--- src/rtl/lcm_unit.sv ---
// lcm_unit: lcm(a,b) = (a / gcd) * b via restoring divider then shift-add multiplier.
// Latency: 2*XLEN edges normal, 0 for zero operand / zero gcd, XLEN for inexact gcd.
// Backpressure: ready_o only in IDLE/DONE; result holds until ack_i or a new load.
// Optional build macro LCM_EARLY_EXIT_EN: MUL stops once the multiplier register empties.
module lcm_unit #(
   parameter int XLEN = 16
) (
   input  logic              clk_i,
   input  logic              reset_i,
   input  logic              ld_i,
   input  logic [XLEN-1:0]   a_i,
   input  logic [XLEN-1:0]   b_i,
   input  logic [XLEN-1:0]   gcd_i,
   input  logic              ack_i,
   output logic              ready_o,
   output logic              valid_o,
   output logic [2*XLEN-1:0] lcm_o,
   output logic              err_o
);

   localparam int CW = $clog2(XLEN + 1);
   localparam logic [CW-1:0] LAST = CW'(XLEN - 1);

   typedef enum logic [1:0] {S_IDLE, S_DIV, S_MUL, S_DONE} state_t;

   state_t            r_state;
   state_t            w_state_nx;
   logic [XLEN-1:0]   r_a;       // dividend, shifted out MSB first
   logic [XLEN-1:0]   r_g;       // divisor (supplied gcd)
   logic [XLEN-1:0]   r_q;       // quotient, shifted in LSB
   logic [XLEN:0]     r_rem;     // partial remainder
   logic [XLEN-1:0]   r_mult;    // holds b through DIV, then is the multiplier
   logic [2*XLEN-1:0] r_mcand;   // quotient, shifted left each MUL cycle
   logic [2*XLEN-1:0] r_acc;
   logic [2*XLEN-1:0] r_lcm;
   logic [CW-1:0]     r_cnt;
   logic              r_err;

   logic              w_accept;
   logic              w_fast;
   logic              w_gzero;
   logic [XLEN:0]     w_rem_sh;
   logic              w_ge;
   logic [XLEN:0]     w_rem_nx;
   logic [XLEN-1:0]   w_q_nx;
   logic [2*XLEN-1:0] w_acc_nx;
   logic [XLEN-1:0]   w_mult_nx;
   logic              w_last;
   logic              w_div_err;
   logic              w_mul_end;

   // The multiplier runs as b * quotient (b is the multiplier) so that the
   // early-exit length depends on b's highest set bit.
   assign w_accept  = ld_i & ready_o;
   assign w_fast    = (a_i == '0) || (b_i == '0);
   assign w_gzero   = (gcd_i == '0);
   assign w_rem_sh  = {r_rem[XLEN-1:0], r_a[XLEN-1]};
   assign w_ge      = (w_rem_sh >= {1'b0, r_g});
   assign w_rem_nx  = w_ge ? (w_rem_sh - {1'b0, r_g}) : w_rem_sh;
   assign w_q_nx    = {r_q[XLEN-2:0], w_ge};
   assign w_acc_nx  = r_mult[0] ? (r_acc + r_mcand) : r_acc;
   assign w_mult_nx = r_mult >> 1;
   assign w_last    = (r_cnt == LAST);
   assign w_div_err = w_last && (w_rem_nx != '0);
`ifdef LCM_EARLY_EXIT_EN
   assign w_mul_end = w_last || (w_mult_nx == '0);
`else
   assign w_mul_end = w_last;
`endif

   assign lcm_o = r_lcm;
   assign err_o = r_err;

   // State register
   always_ff @(posedge clk_i) begin
      if (reset_i) r_state <= S_IDLE;
      else         r_state <= w_state_nx;
   end

   // Next-state and handshake outputs
   always_comb begin
      w_state_nx = r_state;
      ready_o    = 1'b0;
      valid_o    = 1'b0;
      case (r_state)
         S_IDLE: begin
            ready_o = 1'b1;
            if (ld_i) w_state_nx = (w_fast || w_gzero) ? S_DONE : S_DIV;
         end
         S_DIV: begin
            if (w_last) w_state_nx = w_div_err ? S_DONE : S_MUL;
         end
         S_MUL: begin
            if (w_mul_end) w_state_nx = S_DONE;
         end
         S_DONE: begin
            ready_o = 1'b1;
            valid_o = 1'b1;
            if (ld_i)       w_state_nx = (w_fast || w_gzero) ? S_DONE : S_DIV;
            else if (ack_i) w_state_nx = S_IDLE;
         end
         default: w_state_nx = S_IDLE;
      endcase
   end

   // Datapath: operand capture, one divide or multiply step per cycle
   always_ff @(posedge clk_i) begin
      if (reset_i) begin
         r_a     <= '0;
         r_g     <= '0;
         r_q     <= '0;
         r_rem   <= '0;
         r_mult  <= '0;
         r_mcand <= '0;
         r_acc   <= '0;
         r_lcm   <= '0;
         r_cnt   <= '0;
         r_err   <= 1'b0;
      end else if (w_accept) begin
         r_a     <= a_i;
         r_g     <= gcd_i;
         r_mult  <= b_i;
         r_q     <= '0;
         r_rem   <= '0;
         r_mcand <= '0;
         r_acc   <= '0;
         r_cnt   <= '0;
         r_err   <= !w_fast && w_gzero;
         if (w_fast || w_gzero) r_lcm <= '0;
      end else if (r_state == S_DIV) begin
         r_a   <= r_a << 1;
         r_rem <= w_rem_nx;
         r_q   <= w_q_nx;
         r_cnt <= r_cnt + CW'(1);
         if (w_last) begin
            r_cnt   <= '0;
            r_mcand <= {{XLEN{1'b0}}, w_q_nx};
            if (w_div_err) begin
               r_lcm <= '0;
               r_err <= 1'b1;
            end
         end
      end else if (r_state == S_MUL) begin
         r_acc   <= w_acc_nx;
         r_mcand <= r_mcand << 1;
         r_mult  <= w_mult_nx;
         r_cnt   <= r_cnt + CW'(1);
         if (w_mul_end) begin
            r_lcm <= w_acc_nx;
            r_err <= 1'b0;
         end
      end
   end

endmodule

--- config.mk ---
export PLATFORM = sky130hd
export DESIGN_NAME = lcm_unit
export DESIGN_NICKNAME = d
export VERILOG_FILES = /design/src/rtl/lcm_unit.sv
export SDC_FILE = /design/constraint.sdc
export NUM_CORES = 1
export LEC_CHECK = 0
export ABC_AREA = 1
export BUFFER_PORTS_ARGS = -buffer_cell sky130_fd_sc_hd__buf_4
export CORE_ASPECT_RATIO = 0.6
export CORE_MARGIN = 2
export CORE_UTILIZATION = 50
export DETAILED_ROUTE_END_ITERATION = 16
export GPL_TIMING_DRIVEN = 0
export PLACE_DENSITY = 0.71
export SYNTH_ARGS = -nofsm -noshare
export SYNTH_HDL_FRONTEND = slang
export SYNTH_SLANG_ARGS = --single-unit
--- constraint.sdc ---
create_clock -name clk_i -period 2.78 [get_ports clk_i]
set_clock_uncertainty 0.05 [all_clocks]
set_input_delay 0.278 -clock clk_i [delete_from_list [all_inputs] [get_ports clk_i]]
set_output_delay 0.278 -clock clk_i [all_outputs]
set_load 0.02 [all_outputs]
==> results of run 1 <==
-- synth_stat cells, types with 2 or more instances --
cell type,number,area [um^2]
nand3_2,2,20.0
o22ai_1,2,12.5
nor2_4,2,22.5
xor2_1,15,131
nand2_2,25,156
a221oi_1,6,52.6
nor3_1,10,50.1
clkinv_1,3,11.3
a31oi_1,36,225
inv_1,201,754
fa_1,2,40.0
nor4_1,14,87.6
a21oi_1,114,571
clkbuf_1,58,218
o211ai_1,13,97.6
a211oi_1,5,37.5
buf_8,2,30.0
nand4_1,8,50.1
inv_2,4,15.0
o21bai_1,4,30.0
a21o_1,4,30.0
buf_1,11,41.3
o21a_1,2,15.0
a21boi_0,2,15.0
xnor2_1,7,61.3
nand2_1,437,1640
nor2_1,110,413
a21oi_2,25,219
o21ai_1,2,10.0
o21ai_0,122,611
nand3_1,123,616
ha_1,53,663
or2_2,6,37.5
nand2b_1,2,12.5
nand2_4,2,22.5
dfxtp_1,183,3660
nand3b_1,6,45.0
buf_6,3,33.8
and2_1,3,18.8
-- cell usage in the layout (no fill, tap or decap), types with 4 or more instances in the layout --
cell type / n
a21oi_4: 6
inv_2: 21
xor2_1: 15
nor3_1: 9
nand2_1: 389
nand3_4: 12
clkbuf_2: 6
buf_1: 10
buf_4: 122
inv_1: 181
or2_2: 6
nor2_2: 5
ha_4: 17
nand3_1: 105
nand2_4: 16
buf_6: 5
nor2_4: 10
a31oi_1: 36
ha_1: 35
o211ai_1: 13
a21o_1: 4
dfxtp_1: 166
xnor2_1: 7
nor2_1: 98
a21oi_1: 104
dfxtp_2: 17
nand2_2: 58
a21oi_2: 29
a221oi_1: 5
nand3b_1: 6
nand4_1: 8
buf_12: 4
nand3_2: 9
clkbuf_16: 18
nor4_1: 14
clkinvlp_4: 4
o21ai_0: 118
clkbuf_1: 52
a211oi_1: 5
o21ai_2: 4
-- flip-flops by register name (all words and copies together), names as in the netlist --
signal and count:
lcm_o 32, r_g 16, r_cnt 5, r_state 2, r_mcand 32, r_a 16, r_mult 16, r_rem 16
r_q 15, r_acc 32, err_o 1
-- what timing repair did --
item | CTS | global route
hold buffers | 0 | 0
pin swaps | 33 | 50
resized for setup | 124 | 118
setup endpoints to repair | 61 | 92
cloned | 2 | 1
setup buffers | 30 | 16
-- layout make-up --
cell class,count,area [um^2]
well taps,279,349
inverters,208,792
fillers,1888,7440
clock buffers,19,443
plain buffers,72,330
clock inverters,11,149
multi-input cells,1170,6890
flip-flops and latches,183,3680
repair buffers,131,1060
-- final timing paths --
| path | from | endpoint | slack, ns | cells past startpoint |
|---|---|---|---|---|
| min | gcd_i[0] | r_g[0] | 0.02 | 3 |
| max reg2reg | r_rem[14] | lcm_o[13] | -0.10 | 19 |
| min reg2reg | lcm_o[29] | lcm_o[29] | 0.41 | 2 |
| max | r_rem[14] | lcm_o[13] | -0.10 | 19 |
-- stage by stage --
step                power (W)  utilization (%)
floorplan             0.00877                -
CTS                    0.0148             62.3
finish                 0.0166             64.8
global placement       0.0106             56.0
global route           0.0176             64.8
detailed placement     0.0107             56.0
-- routing by layer --
layer	vias to the layer above	wire (um)	track usage (%)
met5	-	0	0
met4	0	533	6.77
met3	52	3200	6.85
met2	493	13900	40.0
met1	5392	18000	48.1
li1	5638	-	-
-- power breakdown --
part           internal [W]  switching (W)  total (W)
Clock               0.00143        0.00109    0.00252
Sequential          0.00315       0.000402    0.00356
Combinational       0.00394        0.00656     0.0105
Total               0.00853        0.00805     0.0166
-- worst max-delay path: cells and delay by family, from the launching register on --
family                   cells  cell delay (ns)
adder cells (fa/ha/maj)      1             0.25
AO/OA/AOI/OAI                3             0.37
AND/OR/NAND/NOR             12             1.24
buffers and inverters        3             0.46
flip-flops                   1             0.42
-- kinds of logic after synthesis --
| logic type | count (synthesis) |
|---|---|
| buffers and inverters | 282 |
| AO/OA/AOI/OAI | 339 |
| flip-flops | 183 |
| XOR/XNOR | 22 |
| adder cells (fa/ha/maj) | 55 |
| AND/OR/NAND/NOR | 754 |
==> run metrics, run 1 <==
row count=41; Root Buffer=clkbuf_16; die area=22,900 um^2; Mapped Cells=1,635; RSZ-0062 raised after global routing=yes; final hold vios=0; Synth Area in XOR/XNOR=1.78%; area share of fa/ha/maj cells after synthesis=6.49%; Post-synth EDFFs=0; Yosys reg bits=183; drt total wl=35,600 um; drc violations=0; design area=13,700 um^2; Setup crit start kind=flip-flop; Placer Congestion=1.04; Tot GR Track Use=~30%; Setup Crit Path Kind=flip-flop to flip-flop; vias in the first global route=a little over 10,000; Worst slew margin=~46%; starting density of the core=roughly half; CP dominant cell by count=nand3_4; # Max-Cap Violations=0; status=finished with violations; worst-margin pin slew=0.805 ns; H-tree depth=4; Clock Path Buffers=2; clock sink count=183; ANT cells=0; vias per std cell=5.58; Vias=11,600; Reg clk slew, reported paths=~0.070 ns; DR pass1 iterations=5; # setup viols final=33; Worst path slowest cell=dfxtp_1; setup_tns=-2.72 ns; CP Capture Type=flip-flop; Mapped Avg Cell Area=6.63 um^2; placed inst area=11,800 um^2; nets@finish=1,890; hold_ws=0.0221 ns; mux contribution to synthesized area=0%; sequential share of the synthesized area=33.8%; largest family of logic cells by synthesized area=simple AND/OR/NAND/NOR gates; Worst Hold Class=input port to flip-flop; layout cells sized above 1=between 20% and 30%; Die Ht=about 120 um; pre-CTS setup slack=-0.592 ns; compound-cell area share of the yosys netlist=17.9%; Area Growth Syn to Fin=26.4%; Num CTS Buffers=17; Pleak=a little over 6 nW; grt ovf=0; violated checks=negative setup slack; worst path cell trace=ha_4 -> buf_12 -> a21oi_4 -> o21ai_4 -> nor2_4 -> nand2_8 -> buf_12 -> nand3_4 -> nand2_2 -> nor2_1 -> nand2_1 -> nor2_2 -> nand3_4 -> nand2_4 -> nand2_4 -> nand3_4 -> buf_6 -> nand2_2 -> a21oi_2; Distinct cells, synth=45; Ys Warns=0; wire length per cell=roughly 17 um; Async SR Flop Fraction=0%; Mapped Area=10,800 um^2; fin cells=2,073; Clock Latency Late Sink=0.45 ns; first-pass GRT wire length=54,800 um; PortBufs=86; number of placed instances, taps included=~2,000; largest net degree at the start of global routing=17; CP Max Fanout=7; Routed Antenna Nets=0; CP peak stage delay=about 0.42 ns; CTS tree=yes; initial DRC count=about 1,000; Critical Path AT=between 3 and 4 ns; PwrDens=~1200 nW/um^2; post-route clock period utilization=104%; final HPWL from detailed placement=26,000 um; worst setup margin=-0.100 ns; die width=slightly below 200 um; WP data required=3.11 ns; worst IR drop on VDD=863 uV; Fmax=roughly 350 MHz; Synth Flop Type=dfxtp_1; CORE AREA=21,100 um^2; I/O pin count=87; Syn Nets=between 1,500 and 2,000; simple logic cell fraction of the synthesized area=29.8%; Max Transition Viols Final=0; initial antenna violation count=0; min Tclk post-route=2.88 ns
Power figures use the tool's default switching activity.
==> run 2: changes to the inputs <==
- GPL_TIMING_DRIVEN: 0 -> not set
==> run 2 against run 1 <==
Against the previous run:
- the run still ends with negative setup slack left
- total power shrank 7.2%
- global-route usage shrank 2.3 points
- highest routed layer unchanged
- cell count shrank 0.68%
- sequential cell count is the same
- design area shrank 1.6%
- clock power shrank 2%
- largest cell class unchanged
- critical path type unchanged
- core utilization shrank 1.0 points
==> run metrics, run 2 (synthesized netlist as in run 1, its figures left out) <==
worst path cell trace=inv_2 -> ha_4 -> nand2_4 -> nor2_4 -> nand2_2 -> o21ai_4 -> nor2_4 -> buf_12 -> buf_12 -> nand3_2 -> nand2_1 -> nor2_2 -> nand2_1 -> nor2_2 -> nand3_1 -> nand2_2 -> nand2_2 -> nand3_4 -> buf_6 -> nand2_1 -> a21oi_2; vias in the first global route=10,200; Tot GR Track Use=between 20% and 30%; wire length per cell=15.6 um; FF/Latch Area=around 3700 um^2; Clock Path Buffers=2; status=finished with violations; worst IR drop on VDD=approximately 630 uV; CORE AREA=21,100 um^2; Num CTS Buffers=17; grt ovf=0; # Max-Cap Violations=0; PwrDens=between 1000 and 1500 nW/um^2; # setup viols final=30; drt total wl=~32,000 um; Clock Latency Late Sink=roughly 0.44 ns; RSZ-0062 raised after global routing=yes; post-route clock period utilization=103%; Area Growth Syn to Fin=24.4%; Worst Hold Class=input port to flip-flop; nets@finish=about 1,900; Routed Antenna Nets=0; Crit path max-delay family=simple AND/OR/NAND/NOR gates; most common cell after layout, fill and taps aside=nand2_1; ANT cells=0; vias per std cell=5.42; Worst slew margin=between 40% and 50%; Fmax=349 MHz; Pleak=a little over 6 nW; violated checks=negative setup slack; drc violations=0; buffer and inverter count on the worst path=4; final hold vios=0; I/O pin count=87; first-pass GRT wire length=52,100 um; Reg clk slew, reported paths=about 0.070 ns; total chip power=between 0.015 and 0.02 W; largest net degree at the start of global routing=57; fin cells=2,059; H-tree depth=4; commonest cells after routing, fill and taps aside=415 x nand2_1, 190 x inv_1, 175 x dfxtp_1, 175 x buf_4, 118 x o21ai_0; initial DRC count=893; WP data required=3.10 ns; CP Capture Type=flip-flop; row count=41; number of placed instances, taps included=2,016; clock sink count=between 150 and 200; Root Buffer=clkbuf_16; pre-CTS setup slack=-0.167 ns; Worst path slowest cell=dfxtp_2; DR pass1 iterations=8; Max Transition Viols Final=0; Core Util, Final=between 60% and 70%; die width=just under 200 um; worst setup margin=-0.0819 ns; PortBufs=86; Multi-input gate area=6580 um^2; CP peak stage delay=0.35 ns; Fill cells=1,900; min Tclk post-route=approximately 2.9 ns; CP Max Fanout=9; Setup Crit Path Kind=flip-flop to flip-flop; initial antenna violation count=0; starting density of the core=51.3%; layout cells sized above 1=21.7%; die area=22,900 um^2; Critical Path AT=3.18 ns; Vias=11,200; worst-margin pin slew=0.825 ns; CTS tree=yes; Placer Congestion=0.990; Hold Buf Count CTS=0; final HPWL from detailed placement=23,000 um; Die Ht=118 um; Setup crit start kind=flip-flop
==> run 2: per-stage QoR <==
step	area (um^2)	TNS (ns)	hold WS, ns
after floorplan	10800	0	0.363
after global placement	12300	-4.66	0.398
after detailed placement	12300	-4.43	0.402
after CTS	13300	-0.252	0.0129
after global routing	13500	-5.68	0.0318
final	13500	-1.34	0.0316
==> run 2: timing repair <==
item | CTS | global route
pin swaps | 7 | 31
gates resized for setup | 68 | 54
endpoints found under the setup margin | 37 | 45
cloned | 3 | 1
buffers inserted | 9 | 1
==> run 2: per-layer routing <==
layer  track usage (%)  part of all wire [%]  up-vias
li1                  -                     -     5616
met1              42.6                    51     5130
met2              38.0                    39      386
met3              7.85                   8.8       25
met4              6.68                   1.2        0
met5                 0                     0        -
==> run 2: final cells by class <==
class / count / share of cell area [%]
multi-input combinational: 1172 / 48.8
timing repair buffer: 185 / 11.2
inverter: 208 / 5.81
sequential: 183 / 27.3
clock inverter: 14 / 1.10
tap: 279 / 2.59
clock buffer: 18 / 3.26
==> run 2: worst reg2reg max path, cell delays in order (launching register included) <==
cell and delay, ns:
dfxtp_2 0.35, inv_2 0.07, ha_4 0.30, nand2_4 0.06, nor2_4 0.13, nand2_2 0.09, o21ai_4 0.15, nor2_4 0.06
buf_12 0.15, buf_12 0.15, nand3_2 0.08, nand2_1 0.08, nor2_2 0.11, nand2_1 0.07, nor2_2 0.15, nand3_1 0.11
nand2_2 0.09, nand2_2 0.07, nand3_4 0.12, buf_6 0.17, nand2_1 0.07, a21oi_2 0.13
==> run 2: worst paths after layout <==
check | end | startpoint | slack, ns | depth (start not counted)
hold / removal | r_g[0] | gcd_i[0] | 0.03 | 3
setup reg to reg | lcm_o[15] | r_g[13] | -0.08 | 21
setup / recovery | lcm_o[15] | r_g[13] | -0.08 | 21
hold reg to reg | r_q[3] | r_q[3] | 0.41 | 2
==> run 2: report_power, final <==
part / total (W) / internal (W) / switching (W)
clock network: 0.00247 / 0.00135 / 0.00112
logic: 0.00939 / 0.00364 / 0.00575
registers: 0.00353 / 0.00315 / 0.000379
